File: src/rtl/btn_debounce_events_pkg.sv
// Shared constants for the button debounce/event block: button width and
// default timing parameters, plus a counter-width helper.
package btn_debounce_events_pkg;

    localparam int unsigned BTN_W              = 7;
    localparam int unsigned TICK_DIV_DEF       = 25000;
    localparam int unsigned DEBOUNCE_TICKS_DEF = 10;
    localparam int unsigned LONG_TICKS_DEF     = 1000;
    localparam int unsigned COMBO_TICKS_DEF    = 2000;
    localparam logic [BTN_W-1:0] ACTIVE_LOW_DEF = 7'b0000001;

    // Bits needed to hold values 0..max_val inclusive.
    function automatic int unsigned cnt_width(input int unsigned max_val);
        return (max_val < 2) ? 1 : $clog2(max_val + 1);
    endfunction

endpackage

File: src/rtl/btn_debounce_bit.sv
// One button channel: 2-flop synchronizer, polarity normalization, tick-based
// debounce, hold counter and registered press/release/long event pulses.
module btn_debounce_bit
    import btn_debounce_events_pkg::*;
#(
    parameter int unsigned C_debounce_ticks = DEBOUNCE_TICKS_DEF,
    parameter int unsigned C_long_ticks     = LONG_TICKS_DEF,
    parameter logic        C_active_low     = 1'b0
) (
    input  logic clk_25mhz,
    input  logic reset,
    input  logic tick,
    input  logic btn_raw,
    output logic btn_stable,
    output logic btn_press,
    output logic btn_release,
    output logic btn_long
);

    localparam int unsigned DebW  = cnt_width(C_debounce_ticks);
    localparam int unsigned HoldW = cnt_width(C_long_ticks);

    logic             sync1_q, sync2_q, sample_q;
    logic [DebW-1:0]  deb_cnt_q, deb_cnt_d;
    logic [HoldW-1:0] hold_q, hold_d;
    logic             stable_q, stable_d;
    logic             press_q, release_q, long_q;
    logic             long_d;

    // Synchronizer and normalized sample register; reset to "not pressed".
    always_ff @(posedge clk_25mhz) begin
        if (reset) begin
            sync1_q  <= C_active_low;
            sync2_q  <= C_active_low;
            sample_q <= 1'b0;
        end else begin
            sync1_q  <= btn_raw;
            sync2_q  <= sync1_q;
            sample_q <= sync2_q ^ C_active_low;
        end
    end

    // Debounce, hold and event next-state logic.
    always_comb begin
        deb_cnt_d = deb_cnt_q;
        stable_d  = stable_q;
        hold_d    = hold_q;
        long_d    = 1'b0;

        // Any cycle of agreement restarts the count, so sub-tick glitches never accumulate.
        if (sample_q == stable_q) begin
            deb_cnt_d = '0;
        end else if (tick) begin
            if (deb_cnt_q == DebW'(C_debounce_ticks - 1)) begin
                stable_d  = ~stable_q;
                deb_cnt_d = '0;
            end else begin
                deb_cnt_d = deb_cnt_q + 1'b1;
            end
        end

        if (!stable_q) begin
            hold_d = '0;
        end else if (tick && (hold_q != HoldW'(C_long_ticks))) begin
            hold_d = hold_q + 1'b1;
            long_d = (hold_q == HoldW'(C_long_ticks - 1));
        end
    end

    // State and event registers.
    always_ff @(posedge clk_25mhz) begin
        if (reset) begin
            deb_cnt_q <= '0;
            hold_q    <= '0;
            stable_q  <= 1'b0;
            press_q   <= 1'b0;
            release_q <= 1'b0;
            long_q    <= 1'b0;
        end else begin
            deb_cnt_q <= deb_cnt_d;
            hold_q    <= hold_d;
            stable_q  <= stable_d;
            press_q   <= stable_d & ~stable_q;
            release_q <= ~stable_d & stable_q;
            long_q    <= long_d;
        end
    end

    assign btn_stable  = stable_q;
    assign btn_press   = press_q;
    assign btn_release = release_q;
    assign btn_long    = long_q;

endmodule

File: src/rtl/btn_debounce_events.sv
// Seven-button debouncer with press/release/long-press events and a
// two-button hold combo that requests multiboot via user_programn.
module btn_debounce_events
    import btn_debounce_events_pkg::*;
#(
    parameter int unsigned       C_tick_div       = TICK_DIV_DEF,
    parameter int unsigned       C_debounce_ticks = DEBOUNCE_TICKS_DEF,
    parameter int unsigned       C_long_ticks     = LONG_TICKS_DEF,
    parameter int unsigned       C_combo_ticks    = COMBO_TICKS_DEF,
    parameter logic [BTN_W-1:0]  C_active_low     = ACTIVE_LOW_DEF
) (
    input  logic             clk_25mhz,
    input  logic             reset,
    input  logic [BTN_W-1:0] btn_raw,
    output logic [BTN_W-1:0] btn_stable,
    output logic [BTN_W-1:0] btn_press,
    output logic [BTN_W-1:0] btn_release,
    output logic [BTN_W-1:0] btn_long,
    output logic             user_programn
);

    localparam int unsigned DivW   = cnt_width(C_tick_div);
    localparam int unsigned ComboW = cnt_width(C_combo_ticks);

    logic [DivW-1:0]   div_q;
    logic              tick;
    logic [ComboW-1:0] combo_q, combo_d;
    logic              programn_q;
    logic              both_held;

    assign tick = (div_q == DivW'(C_tick_div - 1));

    // Free-running timebase divider.
    always_ff @(posedge clk_25mhz) begin
        if (reset) begin
            div_q <= '0;
        end else if (tick) begin
            div_q <= '0;
        end else begin
            div_q <= div_q + 1'b1;
        end
    end

    for (genvar i = 0; i < BTN_W; i++) begin : g_bit
        btn_debounce_bit #(
            .C_debounce_ticks(C_debounce_ticks),
            .C_long_ticks    (C_long_ticks),
            .C_active_low    (C_active_low[i])
        ) u_bit (
            .clk_25mhz  (clk_25mhz),
            .reset      (reset),
            .tick       (tick),
            .btn_raw    (btn_raw[i]),
            .btn_stable (btn_stable[i]),
            .btn_press  (btn_press[i]),
            .btn_release(btn_release[i]),
            .btn_long   (btn_long[i])
        );
    end

    assign both_held = btn_stable[0] & btn_stable[1];

    // Combo hold counter, saturating at the combo threshold.
    always_comb begin
        combo_d = combo_q;
        if (!both_held) begin
            combo_d = '0;
        end else if (tick && (combo_q != ComboW'(C_combo_ticks))) begin
            combo_d = combo_q + 1'b1;
        end
    end

    // programn is registered from the next combo value so it tracks combo_q exactly.
    always_ff @(posedge clk_25mhz) begin
        if (reset) begin
            combo_q    <= '0;
            programn_q <= 1'b1;
        end else begin
            combo_q    <= combo_d;
            programn_q <= (combo_d != ComboW'(C_combo_ticks));
        end
    end

    assign user_programn = programn_q;

endmodule

File: config.mk
export PLATFORM = sky130hd
export DESIGN_NAME = btn_debounce_events
export DESIGN_NICKNAME = d
export VERILOG_FILES = /design/src/rtl/btn_debounce_events_pkg.sv /design/src/rtl/btn_debounce_bit.sv /design/src/rtl/btn_debounce_events.sv
export SDC_FILE = /design/constraint.sdc
export NUM_CORES = 1
export LEC_CHECK = 0
export CORE_MARGIN = 2
export CORE_UTILIZATION = 61
export DETAILED_ROUTE_END_ITERATION = 7
export PLACE_DENSITY = 0.86
export SYNTH_ARGS = -nofsm -noshare
export SYNTH_HDL_FRONTEND = slang
export SYNTH_HIERARCHICAL = 1
export SYNTH_SLANG_ARGS = --single-unit
File: constraint.sdc
create_clock -name clk_25mhz -period 3.4 [get_ports clk_25mhz]
set_input_delay 0.68 -clock clk_25mhz [delete_from_list [all_inputs] [get_ports clk_25mhz]]
set_output_delay 0.68 -clock clk_25mhz [all_outputs]
set_load 0.05 [all_outputs]
# Yosys cells after proc, flatten, opt, wreduce, memory -nomap -nowiden
# Index checks and enable logic that the tools add are counted.
# word_totals
wordCells	210
mem_bits_rw	0
in_bits	9
register_bits	174
latch_bits	0
romBits	0
mem_count	0
output_inout_bits	29
# op_classes
n_bitwise	37
reduce_logical	30
addsub	16
order_cmp	0
div	0
n_mul	0
eq_ne	31
n_mux	30
n_shift	0
# op_table
op	count
adder 10 x 1 -> 10 bit, second input constant	7
== test 10 bit, second input constant	7
!= test 10 bit, second input constant	7
OR reduction 2 bit	15
adder 4 x 1 -> 4 bit, second input constant	7
== test 4 bit, second input constant	7
two-way mux 4 bit	7
two-way mux 11 bit	2
!= test 11 bit, second input constant	2
NOT 1 bit	22
two-way mux 1 bit	21
OR reduction 3 bit	7
adder 15 x 1 -> 15 bit, second input constant	1
bitwise AND 1 bit	15
== test 15 bit, second input constant	1
adder 11 x 1 -> 11 bit, second input constant	1
logical AND 1 bit	8
== test 1 bit	7

# Depth between registers and ports, before layout
# logic_depth
depth_word	6
depth_mapped	9
ltp_nobuf	7

# By module
# The synthesis kept the hierarchy.
# modules_own_cells
module	seq_area_each_um2	area_per_inst_um2	instances	cells_per_inst
btn_debounce_bit at g_bit[1].u_bit ...	420.4	984.7	6	107
btn_debounce_events	540.5	1505.2	1	175
btn_debounce_bit at g_bit[0].u_bit	420.4	1003.5	1	109

# Least setup slack after synthesis
# No wires, ideal clock.
# synth_path
path_type	register -> register
start	reg div_q[0]
end	reg g_bit[1].u_bit.hold_q[8]
n_path_buf	1
arrival_time_ps	2412
stages_incl_launch_ff	9
synth_period_minus_slack_ps	2483
slack_ps	917
path_cell_list	dfxtp_1 -> ha_1 -> and2_1 -> nand4_2 -> buf_6 -> inv_1 -> nand2_1 -> or4_1 -> a21oi_1
# synth_between
elab_chain_cells	2
# synth_rtl
item	line_no	source
from (decl)	btn_debounce_events.sv:25	logic [DivW-1:0] div_q;
from (signal assigned)	btn_debounce_events.sv:40	div_q <= div_q + 1'b1;
== test 15 bit	btn_debounce_events.sv:31	assign tick = (div_q == DivW'(C_tick_div - 1));
net tick	btn_debounce_events.sv:26	logic tick;
logical AND 1 bit	btn_debounce_bit.sv:64	end else if (tick && (hold_q != HoldW'(C_long_ticks))) begin
to (signal assigned)	btn_debounce_bit.sv:81	hold_q <= hold_d;
to (decl)	btn_debounce_bit.sv:25	logic [HoldW-1:0] hold_q, hold_d;
# The timed path passes the listed nets, and every way through them passes these cells.
# A chain may end at the register's enable or synchronous reset.

# Final worst setup path
# layout_path
start	reg div_q[0]
end	reg g_bit[3].u_bit.hold_q[8]
# layout_between
elab_chain_cells	2
# layout_rtl
item	line_no
== test 15 bit	btn_debounce_events.sv:31
net tick	btn_debounce_events.sv:26
logical AND 1 bit	btn_debounce_bit.sv:64
to (signal assigned)	btn_debounce_bit.sv:81
to (decl)	btn_debounce_bit.sv:25
# The timed path passes the listed nets, and every way through them passes these cells.

==> impl_metrics.toml <==
[power_and_ir_drop]
ir_drop_mv = 0.306
total_power_mw = 3.97
leakagePower_nw = 2.89
power.density_nw_per_um2 = 419

[grt]
grt_start_max_net_pins = 60
gr-total-overflow = 0
grtUsageTotal = 0.239
top_usage_layer = "met2"
antenna_found_initial = 0
grt_use_met2 = 0.397
use_met3 = 0.0451
grt_pass1_vias = 6538
grt_pass1_wl_mm = 29.2
grt_use_met1 = 0.305

[clocking]
cts_hold_buffers = 0
cts_resized = 0
clock_latency_ns = 0.43
cts_num_sinks = 174
cts_tree = "yes"
cts_max_path_buffers = 2
cts_setup_buffers = 0
root_buffer = "clkbuf_16"
htree_levels = 4
clk_pin_slew_ns = 0.06
cts_made_buffers = 17

[setup_path]
reg2reg_to = "g_bit[3].u_bit/hold_q[8]"
critPathArrivalTime_ns = 3.04
cp_slowest_cell = "or4_1"
end_kind = "register"
ff2ff_setup_slack_ns = 0.71
cpPeakStageDelay_ns = 0.53
cp-start-kind = "register"
required_ns = 3.75
crit_start = "div_q[0]"
path_cells = "ha_1, and2_1, nand4_2, inv_2, buf_4, nand2_1, or4_1, a21oi_1"
r2r_cells = 8
path_class = "register to register"
r2r_start = "div_q[0]"
cp_max_fo = 39

[cells_and_area]
n_antenna_cell = 0
layout-drive-gt1-share = 0.0660
fillers = 1010
nets = 983
syn_to_final_growth_pct = 12.5

[logic_synthesis]
synthTopCellsByArea = "dfxtp_1, or4_1, o31ai_1"
synthesis.area_um2 = 8420
synthDistinctLibCells = 61
synth_edf_count = 0
synth.avg_cell_area_um2 = 9.09
ys_seq_area_frac = 0.414
synthTopCellsByCount = "dfxtp_1, nor2_1, a21oi_1"
async_flop_share = 0
synth_cells = 926
synth_ff_type = "dfxtp_1"
synth.ff_latch_count = 174
synth.top_cell.area_share = 0.414
synth_warnings = 6
synth_top_area_cell = "dfxtp_1"
post-synth-top-count-cell = "dfxtp_1"
synthesis.nets = 952

[routing]
drt_iter0_drc = 558
vias = 6946
dr.pass1.iters = 5
wirelength_mm = 16.3
ant_nets = 0
drc = 0
post_drt_wl_per_cell_um = 14.3
vias_per_cell = 6.06

[sta]
slew_headroom = 0.353
hold_violations = 0
skew_ns = 0.00370
rsz0062_at_grt = "no"
fmax_mhz = 372
fin_crit_sh = 0.790
setup_violations = 0
setup_tns_ns = 0
worst_slew_pin_slew_ns = 0.971
final_max_slew_viol_count = 0
finalCriticalPeriod_ns = 2.69

[hold_path]
hp-class = "register to register"
min_path_cells = 1
worstHoldStart = "g_bit[0].u_bit/sync2_q"
holdPathEnd = "g_bit[0].u_bit/sample_q"

[floorplanning]
die_h_um = 121
core_area_um2 = 13300
io_pins = 38
die_x_um = 121
start_util = 0.631
die-area_um2 = 14800
placementRows = 42

[place]
place.port_buffers = 37
gp_congestion = 0.801
dp_hpwl_mm = 10.6

[run]
drv_cap = 0

[run_status]
status = "completed"
[how the worst max path moves through the flow]
stage	end	cells after the start
after global routing	g_bit[3].u_bit/hold_q[8]	8
after CTS	g_bit[0].u_bit/hold_q[9]	8
after global placement	g_bit[3].u_bit/hold_q[9]	8
final	g_bit[3].u_bit/hold_q[8]	8
after detailed placement	g_bit[4].u_bit/hold_q[7]	8
after floorplan	g_bit[1].u_bit/hold_q[8]	8
[layout by cell type (no fill, tap or decap), types with 30 or more instances in the layout]
cell	instances
o31ai_1	41
nand2_1	39
nor2_1	60
nor2b_1	40
inv_1	33
nand3_1	53
nor3_1	30
dfxtp_1	174
a21oi_1	55
or4_1	49
xor2_1	34
clkdlybuf4s50_1	36
[metal layers]
| layer | vias to the layer above | wire length [µm] | part of all wire |
|---|---|---|---|
| met2 | 132 | 7820 | 0.48 |
| li1 | 3495 | - | - |
| met3 | 28 | 535 | 0.033 |
| met1 | 3291 | 7650 | 0.47 |
| met4 | 0 | 329 | 0.020 |
| met5 | - | 0 | 0 |
[power breakdown]
part / leakage (nW) / internal, mW / total, mW / switching (mW)
clock: 0.261 / 1.06 / 1.86 / 0.791
combinational: 1.22 / 0.0255 / 0.0525 / 0.0269
sequential: 1.41 / 2.05 / 2.06 / 0.00709
total: 2.89 / 3.14 / 3.97 / 0.825
[registers in the layout, indices dropped and copies added, names as in the netlist]
register,cells
g_bit.u_bit/btn_press,7
combo_q,11
g_bit.u_bit/btn_release,7
g_bit.u_bit/deb_cnt_q,28
g_bit.u_bit/sync2_q,7
g_bit.u_bit/btn_stable,7
g_bit.u_bit/btn_long,7
g_bit.u_bit/hold_q,70
user_programn,1
div_q,15
g_bit.u_bit/sample_q,7
g_bit.u_bit/sync1_q,7
[worst max-delay path, delay by kind of cell, from the launching register on]
kind	cells	cell delay (ns)
AO/OA/AOI/OAI	1	0.16
adder cells (fa/ha/maj)	1	0.27
buffers and inverters	2	0.58
flip-flops	1	0.40
AND/OR/NAND/NOR	4	1.19
[layout make-up]
type / instances / area [µm²] / area share
timing repair buffer: 41 / 408 / 0.0431
multi-input combinational: 689 / 4660 / 0.493
clock buffer: 23 / 478 / 0.0505
sequential: 174 / 3480 / 0.368
clock inverter: 9 / 86.3 / 0.00912
inverter: 34 / 128 / 0.0135
tap: 176 / 220 / 0.0233
[cells by family after synthesis]
logic type               count (synthesis)  synth area share
buffers and inverters                   63            0.0321
AND/OR/NAND/NOR                        449             0.341
AO/OA/AOI/OAI                          165             0.127
flip-flops                             174             0.414
XOR/XNOR                                57            0.0593
adder cells (fa/ha/maj)                 17            0.0253
multiplexers                             1           0.00119
[metrics by stage]
stage | worst slack [ns] | utilization | std cells | cell area, µm² | hold slack [ns]
global route | 0.460 | 0.709 | 1146 | 9470 | 0.423
detailed placement | 0.731 | 0.667 | 1114 | 8900 | 0.382
finish | 0.715 | 0.709 | 1146 | 9470 | 0.407
CTS | 0.695 | 0.709 | 1146 | 9470 | 0.407
floorplan | 0.917 | - | 926 | 8420 | 0.363
global placement | 0.871 | 0.667 | 1114 | 8900 | 0.383
(Power assumes the default switching activity.)
